===== src/rtl/sat_counter.sv =====
// Counter that saturates at all-ones; clr restarts it, counting a coincident inc.
module sat_counter #(
  parameter int unsigned W = 32
) (
  input  logic         clk,
  input  logic         n_rst,
  input  logic         inc,
  input  logic         clr,
  output logic [W-1:0] cnt
);

  always_ff @(posedge clk or negedge n_rst) begin
    if (!n_rst) begin
      cnt <= '0;
    end else if (clr) begin
      cnt <= inc ? W'(1) : '0;
    end else if (inc && (cnt != '1)) begin
      cnt <= cnt + W'(1);
    end
  end

endmodule


===== config.mk =====
export PLATFORM = sky130hd
export DESIGN_NAME = sat_counter
export DESIGN_NICKNAME = d
export VERILOG_FILES = /design/src/rtl/sat_counter.sv
export SDC_FILE = /design/constraint.sdc
export NUM_CORES = 1
export LEC_CHECK = 0
export CAP_MARGIN = 20
export CORE_ASPECT_RATIO = 0.5
export CORE_MARGIN = 10
export CORE_UTILIZATION = 30
export DETAILED_ROUTE_END_ITERATION = 10
export MAX_ROUTING_LAYER = met4
export PLACE_DENSITY = 0.49
export SYNTH_ARGS = -nofsm -noshare
export SYNTH_HDL_FRONTEND = slang
export SYNTH_SLANG_ARGS = --single-unit

===== constraint.sdc =====
create_clock -name clk -period 4.8 [get_ports clk]
set_input_delay 0.48 -clock clk [delete_from_list [all_inputs] [get_ports clk]]
set_output_delay 0.48 -clock clk [all_outputs]
set_load 0.05 [all_outputs]

After elaboration in Yosys (flattened, before gate mapping) --
Index checks and enable logic that the tools add are counted.
Storage, ports and cells: bits in registers 32, input port bits 4, output and inout port bits 32, logic and storage cells 8
Cells by class: add/sub/neg operators 1, equal/unequal tests 1, multiplexer cells 3, reduce and logical (&&, ||, !) cells 2
Operators with widths (number):
- two-way mux 32 bit | 2
- adder 32 x 1 -> 32 bit, second input constant | 1
- inequality test 32 bit, second input constant | 1
- nonzero test 2 bit | 1
- logical AND 1 bit | 1
- two-way mux 1 bit | 1

Longest topological paths before layout --
Gate-level depths: netlist of run 1.
word-level depth 4, mapped depth 7, mapped depth without buffers 6

Worst setup path after synthesis of run 1 --
Ideal clock, no wire load.
kind flip-flop to flip-flop, start reg cnt[20], end reg cnt[30], library setup time 0.078 ns, arrival 2.552 ns, required time 4.722 ns, setup slack 2.170 ns, stages on the path, launching flop included 7, path buffers 1, period minus slack after synthesis 2.630 ns, cell sequence dfrtp_1 nand4_1 or4_4 buf_6 or4_4 or3_1 a21oi_1
On the way: longest elaborated chain between the ends 3, elaborated cells between the ends (all ways) 6, those cells by class add/sub: 1; eq/ne: 1; mux: 2; reduce/logical: 2
Ends and longest elaborated chain:
- start, declared | RTL line 9 | output logic [W-1:0] cnt
- start signal, assigned | RTL line 16 | cnt <= inc ? W'(1) : '0;
- start signal, assigned | RTL line 18 | cnt <= cnt + W'(1);
- adder 32 x 1 -> 32 bit or inequality test 32 bit (tied branches) | RTL line 18, 17
- two-way mux 32 bit or logical AND 1 bit (tied branches) | RTL line 17 | end else if (inc && (cnt != '1)) begin
- two-way mux 32 bit or nonzero test 2 bit (tied branches)
Several ways; a longest one is shown, not always the timed one. The select of a mux whose other input is x is not followed. A chain may end at the register's enable or synchronous reset.

Final worst setup path of run 1 --
start reg cnt[20], end reg cnt[28]
Same word-level chain as after synthesis.

==> results of run 1 <==
==> worst max path at each step <==
stage | cells past startpoint | from | end
global placement | 5 | cnt[20] | cnt[6]
detailed placement | 5 | cnt[20] | cnt[1]
CTS | 5 | cnt[20] | cnt[1]
finish | 5 | cnt[20] | cnt[28]
floorplan | 6 | cnt[20] | cnt[30]
global route | 5 | cnt[20] | cnt[30]
==> worst reg2reg max path: cells and delay by family (launching register included) <==
kind             cells  cell delay, ps
AO/OA/AOI/OAI        1             140
AND/OR/NAND/NOR      4            1740
flip-flops           1             430
==> report_power, final <==
| group | switching (mW) | leakage, nW | internal (mW) |
|---|---|---|---|
| registers | 0.00365 | 0.444 | 0.272 |
| clock network | 0.123 | 0.0901 | 0.273 |
| logic | 0.0265 | 0.309 | 0.0116 |
==> final cells by class <==
cell class | count | area share, %
Sequential cell | 32 | 33.9
Multi-Input combinational cell | 148 | 37.4
Inverter | 7 | 1.11
Tap cell | 73 | 3.87
Clock inverter | 1 | 1.27
Clock buffer | 7 | 6.46
Timing Repair Buffer | 39 | 16.0
==> cell usage after synthesis, drive strengths merged (2+ instances only) <==
cell    count  area share [%]
a21oi      22             6.3
and2        3             1.1
and4        4             2.0
clkbuf      7             1.5
dfrtp      32              46
inv         7             1.5
nand2      14             3.0
nand3      11             3.1
nand4       8             3.2
nor2       11             2.4
nor3        3            0.86
nor4        6             2.1
o21ai      18             5.2
o31ai       7             3.0
or3        18             6.4
or4         8             3.9
xnor2       4             2.0
xor2        2             1.0
==> per-layer routing <==
layer,wire length (um),track usage (%),up-vias
met5,0,-,-
met4,64,4.84,0
met3,333,3.26,5
met2,2050,15.7,36
met1,2440,15.4,819
li1,-,-,809
==> through the flow <==
stage	hold slack (ps)	std cells
finish	577	307
floorplan	184	195
CTS	578	306
detailed placement	570	298
global route	618	307
global placement	565	298
==> cell families after synthesis <==
kind of cell / count (synthesis) / share of synthesized area [%]
buffers and inverters: 15 / 3.65
adder cells (fa/ha/maj): 1 / 0.716
XOR/XNOR: 6 / 3.01
multiplexers: 1 / 0.573
AO/OA/AOI/OAI: 53 / 17.8
AND/OR/NAND/NOR: 87 / 28.5
flip-flops: 32 / 45.8
==> flow_metrics.py, run 1 <==
metrics = {
    "clock_network": {
        "clk_latency_ps": 280,
        "cts-root-buf": "clkbuf_16",
        "cts_buffers": 5,
        "clockBufferDepth": 2,
        "holdBufCountCts": 0,
        "cts_resized": 0,
        "cts_tree": "built",
        "h-tree-depth": 2,
        "numClockSinks": 32,
        "path_clk_slew_ps": 60,
        "cts_setup_buffers": 0,
    },
    "synth": {
        "syn_nets": 200,
        "ys_seq_area_share_pct": 45.8,
        "synth.distinct_cells": 30,
        "ys_warn_count": 0,
        "synth_async_sr_flop_share_pct": 100,
        "synth.cell_area_um2": 1750,
        "syn_avg_cell_area_um2": 8.96,
        "ys_ff_latch": 32,
        "synth_edf_count": 0,
        "synthFlopType": "dfrtp_1",
        "synthCells": 195,
    },
    "sta": {
        "worst_slew_pin_slew_ps": 781,
        "worst_slew_margin_rel_pct": 47.4,
        "setup_ws_ps": 2420,
        "fin_worst_skew_ps": 5.94,
        "fmax_mhz": 420,
        "tns_ps": 0,
        "fin_crit_sh_pct": 49.7,
        "post-route-min-period_ps": 2380,
        "rsz0062_at_grt": "no",
        "setup_viol": 0,
        "slew_viol_final": 0,
        "hold_viol_final": 0,
    },
    "floorplan": {
        "die_w_um": 128,
        "start_util_pct": 31.4,
        "die_height_um": 74.0,
        "io_pins": 36,
        "die-area_um2": 9470,
        "std_cell_rows": 19,
        "core_um2": 5560,
    },
    "worst_setup_path": {
        "cp_cell_sequence": "nand4_1 > or4_4 > or4_4 > or3_1 > a21oi_1",
        "r2r-end": "cnt[28]",
        "cp.required_ps": 5000,
        "arrival_ps": 2580,
        "critPathSlowestCell": "or4_4",
        "critPathTopFamily": "simple AND/OR/NAND/NOR gates",
        "startpoint_type": "flip-flop",
        "cp-end-kind": "flip-flop",
        "crit_type": "reg2reg",
        "critPathBufInv": 0,
        "critPathMostFrequentCell": "or4_4",
        "critPathMaxStageDelay_ps": 600,
        "r2r_cells": 5,
        "reg2reg_from": "cnt[20]",
        "critPathMaxFanout": 7,
        "r2r_slack_ps": 2420,
    },
    "finish": {
        "multi_input_area_um2": 883,
        "drive_gt1_share_pct": 7.26,
        "largest_register_ffs": 32,
        "nFillCells": 556,
        "nNetsFinal": 238,
        "final_common_cell": "clkdlybuf4s50_1",
        "regMostFlops": "cnt",
        "syn2layout_area_growth_pct": 35.1,
        "design_area_um2": 2360,
        "seq_area_um2": 801,
        "reg_top3": "cnt x32",
        "antennaDiodeCount": 0,
        "final_util_pct": 42.5,
        "final_cell_mix": "clkdlybuf4s50_1 (35), dfrtp_1 (32), a21oi_1 (22)",
    },
    "flow_run": {
        "drv_cap": 0,
    },
    "drt": {
        "drt-initial-drc-count": 129,
        "drc": 0,
        "routedWlPerCell_um": 15.9,
        "first_pass_iters": 4,
        "ant_nets": 0,
        "viasPerCell": 5.44,
        "dr_total_vias": 1669,
        "wirelength_um": 4890,
    },
    "min_path": {
        "hold_depth": 2,
        "worstHoldStart": "cnt[25]",
        "min_to": "cnt[25]",
        "min_path_type": "reg2reg",
    },
    "pwr": {
        "total_power_uw": 711,
        "peakVddDrop_uv": 130,
        "power.density_nw_per_um2": 301,
        "p_leak_nw": 0.843,
    },
    "global_routing": {
        "grt-ovfl-total": 0,
        "antenna_found_initial": 0,
        "grt_usage_pct": 11.5,
        "grt_start_max_net_pins": 33,
        "grt_pass1_vias": 1581,
        "grt_pass1_wl_um": 8510,
    },
    "placement": {
        "place_ws_ps": 2070,
        "dp_hpwl_um": 3460,
        "placed_cell_area_um2": 2170,
        "io_buffers": 35,
        "finalWeightedCongestion": 0.775,
    },
    "status": {
        "status": "finished clean",
    },
}
Power figures use the tool's default switching activity.
==> run 2, diff against run 1 <==
--- a/config.mk
+++ b/config.mk
@@ -11,7 +11,7 @@
 export CORE_UTILIZATION = 30
 export DETAILED_ROUTE_END_ITERATION = 10
 export MAX_ROUTING_LAYER = met4
-export PLACE_DENSITY = 0.49
+export PLACE_DENSITY = 0.5
 export SYNTH_ARGS = -nofsm -noshare
 export SYNTH_HDL_FRONTEND = slang
 export SYNTH_SLANG_ARGS = --single-unit
==> constraint.sdc (replaced) <==
create_clock -name clk -period 2.1 [get_ports clk]
set_input_delay 0.21 -clock clk [delete_from_list [all_inputs] [get_ports clk]]
set_output_delay 0.21 -clock clk [all_outputs]
set_load 0.05 [all_outputs]
==> run 2 against run 1 <==
Effect of this change: register-to-register slack lost 2400 ps; clock power is 94% higher; die area unchanged; cell count grew 12%; largest cell class unchanged; highest routed layer unchanged; combinational power grew to 2.9 times the previous value; critical endpoint is now cnt[25]; sequential cell count did not move; sequential share of layout area shrank 3.8 points; first-iteration DRC count is 0.78% lower; largest power group unchanged; critical path depth is the same.
==> flow_metrics.py, run 2 (synthesized netlist as in run 1, its figures left out) <==
metrics = {
    "floorplan": {
        "std_cell_rows": 19,
        "die-area_um2": 9470,
        "core_um2": 5560,
        "die_w_um": 128,
        "start_util_pct": 31.4,
        "io_pins": 36,
        "die_height_um": 74.0,
    },
    "flow_run": {
        "drv_cap": 0,
    },
    "placement": {
        "place_ws_ps": -39.5,
        "io_buffers": 35,
        "numPlacedInstances": 329,
        "placed_cell_area_um2": 2430,
        "dp_hpwl_um": 3920,
        "finalWeightedCongestion": 0.804,
    },
    "finish": {
        "final_cells": 344,
        "final_common_cell": "buf_4",
        "drive_gt1_share_pct": 28.0,
        "nFillCells": 555,
        "reg_top3": "cnt x32",
        "seq_area_um2": 821,
        "antennaDiodeCount": 0,
        "regMostFlops": "cnt",
        "multi_input_area_um2": 967,
        "syn2layout_area_growth_pct": 55.9,
        "design_area_um2": 2730,
        "nNetsFinal": 275,
        "final_cell_mix": "buf_4 (38), clkdlybuf4s50_1 (35), a21oi_1 (21)",
        "largest_register_ffs": 32,
    },
    "sta": {
        "fmax_mhz": 482,
        "rsz0062_at_grt": "yes",
        "worst_slew_pin_slew_ps": 524,
        "tns_ps": 0,
        "setup_ws_ps": 25.6,
        "fin_worst_skew_ps": 6.95,
        "slew_viol_final": 0,
        "setup_viol": 0,
        "worst_slew_margin_rel_pct": 64.9,
        "hold_viol_final": 0,
        "fin_crit_sh_pct": 98.8,
        "post-route-min-period_ps": 2070,
    },
    "worst_setup_path": {
        "critPathSlowestCell": "or4_4",
        "cp-end-kind": "flip-flop",
        "cp_cell_sequence": "nand4_1 > or4_4 > or4_1 > or3_1 > a21oi_2",
        "arrival_ps": 2280,
        "critPathMaxFanout": 6,
        "startpoint_type": "flip-flop",
        "r2r_slack_ps": 30,
        "cp.required_ps": 2300,
        "critPathTopFamily": "simple AND/OR/NAND/NOR gates",
        "crit_type": "reg2reg",
        "critPathMaxStageDelay_ps": 470,
        "critPathBufInv": 0,
    },
    "global_routing": {
        "grt_usage_pct": 12.1,
        "grt_pass1_vias": 1804,
        "antenna_found_initial": 0,
        "grt_pass1_wl_um": 9140,
        "grt_start_max_net_pins": 33,
        "grt-ovfl-total": 0,
    },
    "clock_network": {
        "holdBufCountCts": 0,
        "cts_buffers": 5,
        "cts-root-buf": "clkbuf_16",
        "numClockSinks": 32,
        "path_clk_slew_ps": 60,
        "clockBufferDepth": 2,
        "h-tree-depth": 2,
        "cts_tree": "built",
        "clk_latency_ps": 280,
    },
    "drt": {
        "routedWlPerCell_um": 15.9,
        "ant_nets": 0,
        "viasPerCell": 5.25,
        "drt-initial-drc-count": 128,
        "first_pass_iters": 4,
        "wirelength_um": 5460,
        "drc": 0,
        "dr_total_vias": 1806,
    },
    "pwr": {
        "power.density_nw_per_um2": 554,
        "p_leak_nw": 1.02,
        "peakVddDrop_uv": 319,
        "p_int_mw": 1.17,
        "seqPwrFrac_pct": 41.6,
        "p_comb_share_pct": 7.4,
        "switching_share_pct": 22.6,
        "pwr-share-clk_pct": 51.0,
        "total_power_mw": 1.51,
        "switching_power_uw": 341,
    },
    "min_path": {
        "min_path_type": "in2async",
    },
    "status": {
        "status": "finished clean",
    },
}
-- run 2: timing repair --
item,in CTS,in global routing
cloned,0,2
gates resized for setup,2,18
pin swaps,2,4
buffers inserted,2,3
setup endpoints to repair,2,25
-- run 2: per-layer routing --
metal / share of wire, % / wire (um) / track usage [%] / vias to the layer above
li1: - / - / - / 886
met1: 49 / 2700 / 16.6 / 877
met2: 45 / 2450 / 17.8 / 41
met3: 5.2 / 286 / 2.62 / 2
met4: 0.35 / 19 / 2.98 / 0
met5: 0 / 0 / - / -
-- run 2: stage by stage --
step                      hold WS, ps  util (%)
after floorplan                 -85.6         -
after global placement            561      43.6
after detailed placement          571      43.6
after CTS                         365      47.0
after global routing              389      49.0
final                             345      49.0
-- run 2: worst reg2reg max path, cell delays in order, from the launching register on --
cell and delay, ps:
dfrtp_2 410, nand4_1 200, or4_4 480, or4_1 430, or3_1 340, a21oi_2 150
-- run 2: worst paths after layout --
kind,depth (start not counted),startpoint,end
setup / recovery,5,cnt[12],cnt[25]
hold / removal,2,n_rst,cnt[3]
setup reg to reg,5,cnt[12],cnt[25]
hold reg to reg,2,cnt[13],cnt[13]
max in group asynchronous,2,n_rst,cnt[23]
min in group clk,2,cnt[13],cnt[13]
-- run 2: cell type report --
type | instances | share of cell area, %
Timing Repair Buffer | 76 | 24.3
Tap cell | 73 | 3.35
Multi-Input combinational cell | 148 | 35.5
Inverter | 7 | 0.964
Clock buffer | 8 | 5.74
Sequential cell | 32 | 30.1
-- run 2: power by group through the flow --
stage / clock network [mW] / registers (mW) / logic, mW
floorplan: 0 / 0.661 / 0.0259
CTS: 0.785 / 0.627 / 0.109
finish: 0.770 / 0.627 / 0.112
global route: 0.811 / 0.628 / 0.123
global placement: 0 / 0.638 / 0.108
detailed placement: 0 / 0.638 / 0.109
==> run 3, diff against run 2 <==
--- a/config.mk
+++ b/config.mk
@@ -6,9 +6,9 @@
 export NUM_CORES = 1
 export LEC_CHECK = 0
 export CAP_MARGIN = 20
-export CORE_ASPECT_RATIO = 0.5
 export CORE_MARGIN = 10
 export CORE_UTILIZATION = 30
+export CTS_CLUSTER_SIZE = 10
 export DETAILED_ROUTE_END_ITERATION = 10
 export MAX_ROUTING_LAYER = met4
 export PLACE_DENSITY = 0.5
==> run 3 against run 2 <==
Effect of this change: maximum frequency rose by 0.82%; global-route usage fell by 0.28 points; power decreased by 16%; combinational power decreased by 5%; largest power group is now registers.
==> flow_metrics.py, run 3 (synthesized netlist as in run 1, its figures left out) <==
metrics = {
    "flow_run": {
        "drv_cap": 0,
    },
    "sta": {
        "hold_viol_final": 0,
        "fin_crit_sh_pct": 98.0,
        "setup_viol": 0,
        "post-route-min-period_ps": 2060,
        "fmax_mhz": 486,
        "worst_slew_pin_slew_ps": 518,
        "fin_worst_skew_ps": 7.50,
        "slew_viol_final": 0,
        "setup_ws_ps": 42.4,
        "rsz0062_at_grt": "yes",
        "worst_slew_margin_rel_pct": 65.4,
        "tns_ps": 0,
        "holdWs_ps": 334,
    },
    "global_routing": {
        "grt_usage_pct": 11.8,
        "grt_pass1_wl_um": 8510,
        "grt_pass1_vias": 1723,
        "grt_start_max_net_pins": 33,
        "antenna_found_initial": 0,
        "grt-ovfl-total": 0,
    },
    "clock_network": {
        "numClockSinks": 32,
        "cts_buffers": 5,
        "clockBufferDepth": 2,
        "cts-root-buf": "clkbuf_8",
        "holdBufCountCts": 0,
        "clk_latency_ps": 290,
        "cts_tree": "built",
        "h-tree-depth": 2,
        "path_clk_slew_ps": 70,
    },
    "drt": {
        "drt-initial-drc-count": 61,
        "first_pass_iters": 4,
        "viasPerCell": 5.20,
        "dr_total_vias": 1741,
        "wirelength_um": 4980,
        "ant_nets": 0,
        "routedWlPerCell_um": 14.9,
        "drc": 0,
    },
    "min_path": {
        "min_path_type": "in2async",
    },
    "worst_setup_path": {
        "critPathMaxStageDelay_ps": 590,
        "arrival_ps": 2270,
        "critPathMostFrequentCell": "or4_4",
        "cp_cell_sequence": "nand4_1 > or4_4 > or4_4 > or3_1 > a21oi_1",
        "reg2reg_from": "cnt[22]",
        "r2r_cells": 5,
        "r2r-end": "cnt[28]",
        "critPathTopFamily": "simple AND/OR/NAND/NOR gates",
        "startpoint_type": "flip-flop",
        "crit_type": "reg2reg",
        "critPathBufInv": 0,
        "cp.required_ps": 2310,
        "cp-end-kind": "flip-flop",
        "r2r_slack_ps": 40,
        "critPathSlowestCell": "or4_4",
        "critPathMaxFanout": 7,
    },
    "placement": {
        "dp_hpwl_um": 3750,
        "io_buffers": 35,
        "placed_cell_area_um2": 2410,
        "numPlacedInstances": 326,
        "place_ws_ps": 19.7,
        "finalWeightedCongestion": 0.757,
    },
    "finish": {
        "regMostFlops": "cnt",
        "final_cell_mix": "clkdlybuf4s50_1 (35), buf_4 (33), a21oi_1 (22)",
        "design_area_um2": 2550,
        "multi_input_area_um2": 912,
        "drive_gt1_share_pct": 24.7,
        "nNetsFinal": 267,
        "final_common_cell": "clkdlybuf4s50_1",
        "reg_top3": "cnt x32",
        "antennaDiodeCount": 0,
        "nFillCells": 558,
        "largest_register_ffs": 32,
        "seq_area_um2": 821,
        "syn2layout_area_growth_pct": 45.7,
        "final_cells": 335,
        "final_util_pct": 45.7,
    },
    "floorplan": {
        "start_util_pct": 31.4,
        "io_pins": 36,
        "die-area_um2": 9280,
        "core_um2": 5570,
        "die_w_um": 96.3,
        "std_cell_rows": 27,
        "die_height_um": 96.3,
    },
    "pwr": {
        "total_power_mw": 1.27,
        "peakVddDrop_uv": 271,
        "p_leak_nw": 0.938,
        "power.density_nw_per_um2": 497,
    },
    "status": {
        "status": "finished clean",
    },
}
[run 3: worst reg2reg max path, cell delays in order, from the launching register on]
cell and delay [ps]:
dfrtp_2 360, nand4_1 130, or4_4 590, or4_4 460
or3_1 320, a21oi_1 130
[run 3: routing by layer]
| metal | routed length, um | share of wire [%] | vias to the layer above | track usage, % |
|---|---|---|---|---|
| met5 | 0 | 0 | - | - |
| li1 | - | - | 869 | - |
| met3 | 264 | 5.3 | 9 | 3.35 |
| met1 | 2460 | 49 | 837 | 15.3 |
| met4 | 70 | 1.4 | 0 | 4.00 |
| met2 | 2180 | 44 | 26 | 17.3 |
[run 3: worst max-delay path by stage]
stage / slack (ps) / start / cells past startpoint / end
2_1_floorplan: -280 / cnt[20] / 6 / cnt[30]
3_3_place_gp: 20 / cnt[0] / 7 / cnt[31]
3_5_place_dp: 20 / cnt[15] / 5 / cnt[28]
4_1_cts: 10 / cnt[23] / 5 / cnt[28]
5_1_grt: -70 / cnt[20] / 5 / cnt[30]
6_report: 40 / cnt[22] / 5 / cnt[28]
[run 3: final cells by class]
cell class / instances / area share, %
flip-flops and latches: 32 / 32.2
repair buffers: 68 / 23.5
clock buffers: 8 / 3.93
well taps: 72 / 3.54
multi-input cells: 148 / 35.8
inverters: 7 / 1.03
[run 3: timing repair]
item	4_1_cts	5_1_grt
buffers inserted	0	1
gates resized for setup	1	4
endpoints found under the setup margin	1	15
pin swaps	1	2
[run 3: report_power, final]
part	leakage, nW	switching (mW)	internal (mW)	total, mW
Sequential	0.418	0.00371	0.622	0.626
Clock	0.0515	0.234	0.299	0.533
Combinational	0.468	0.0679	0.0381	0.106
Total	0.938	0.306	0.960	1.27
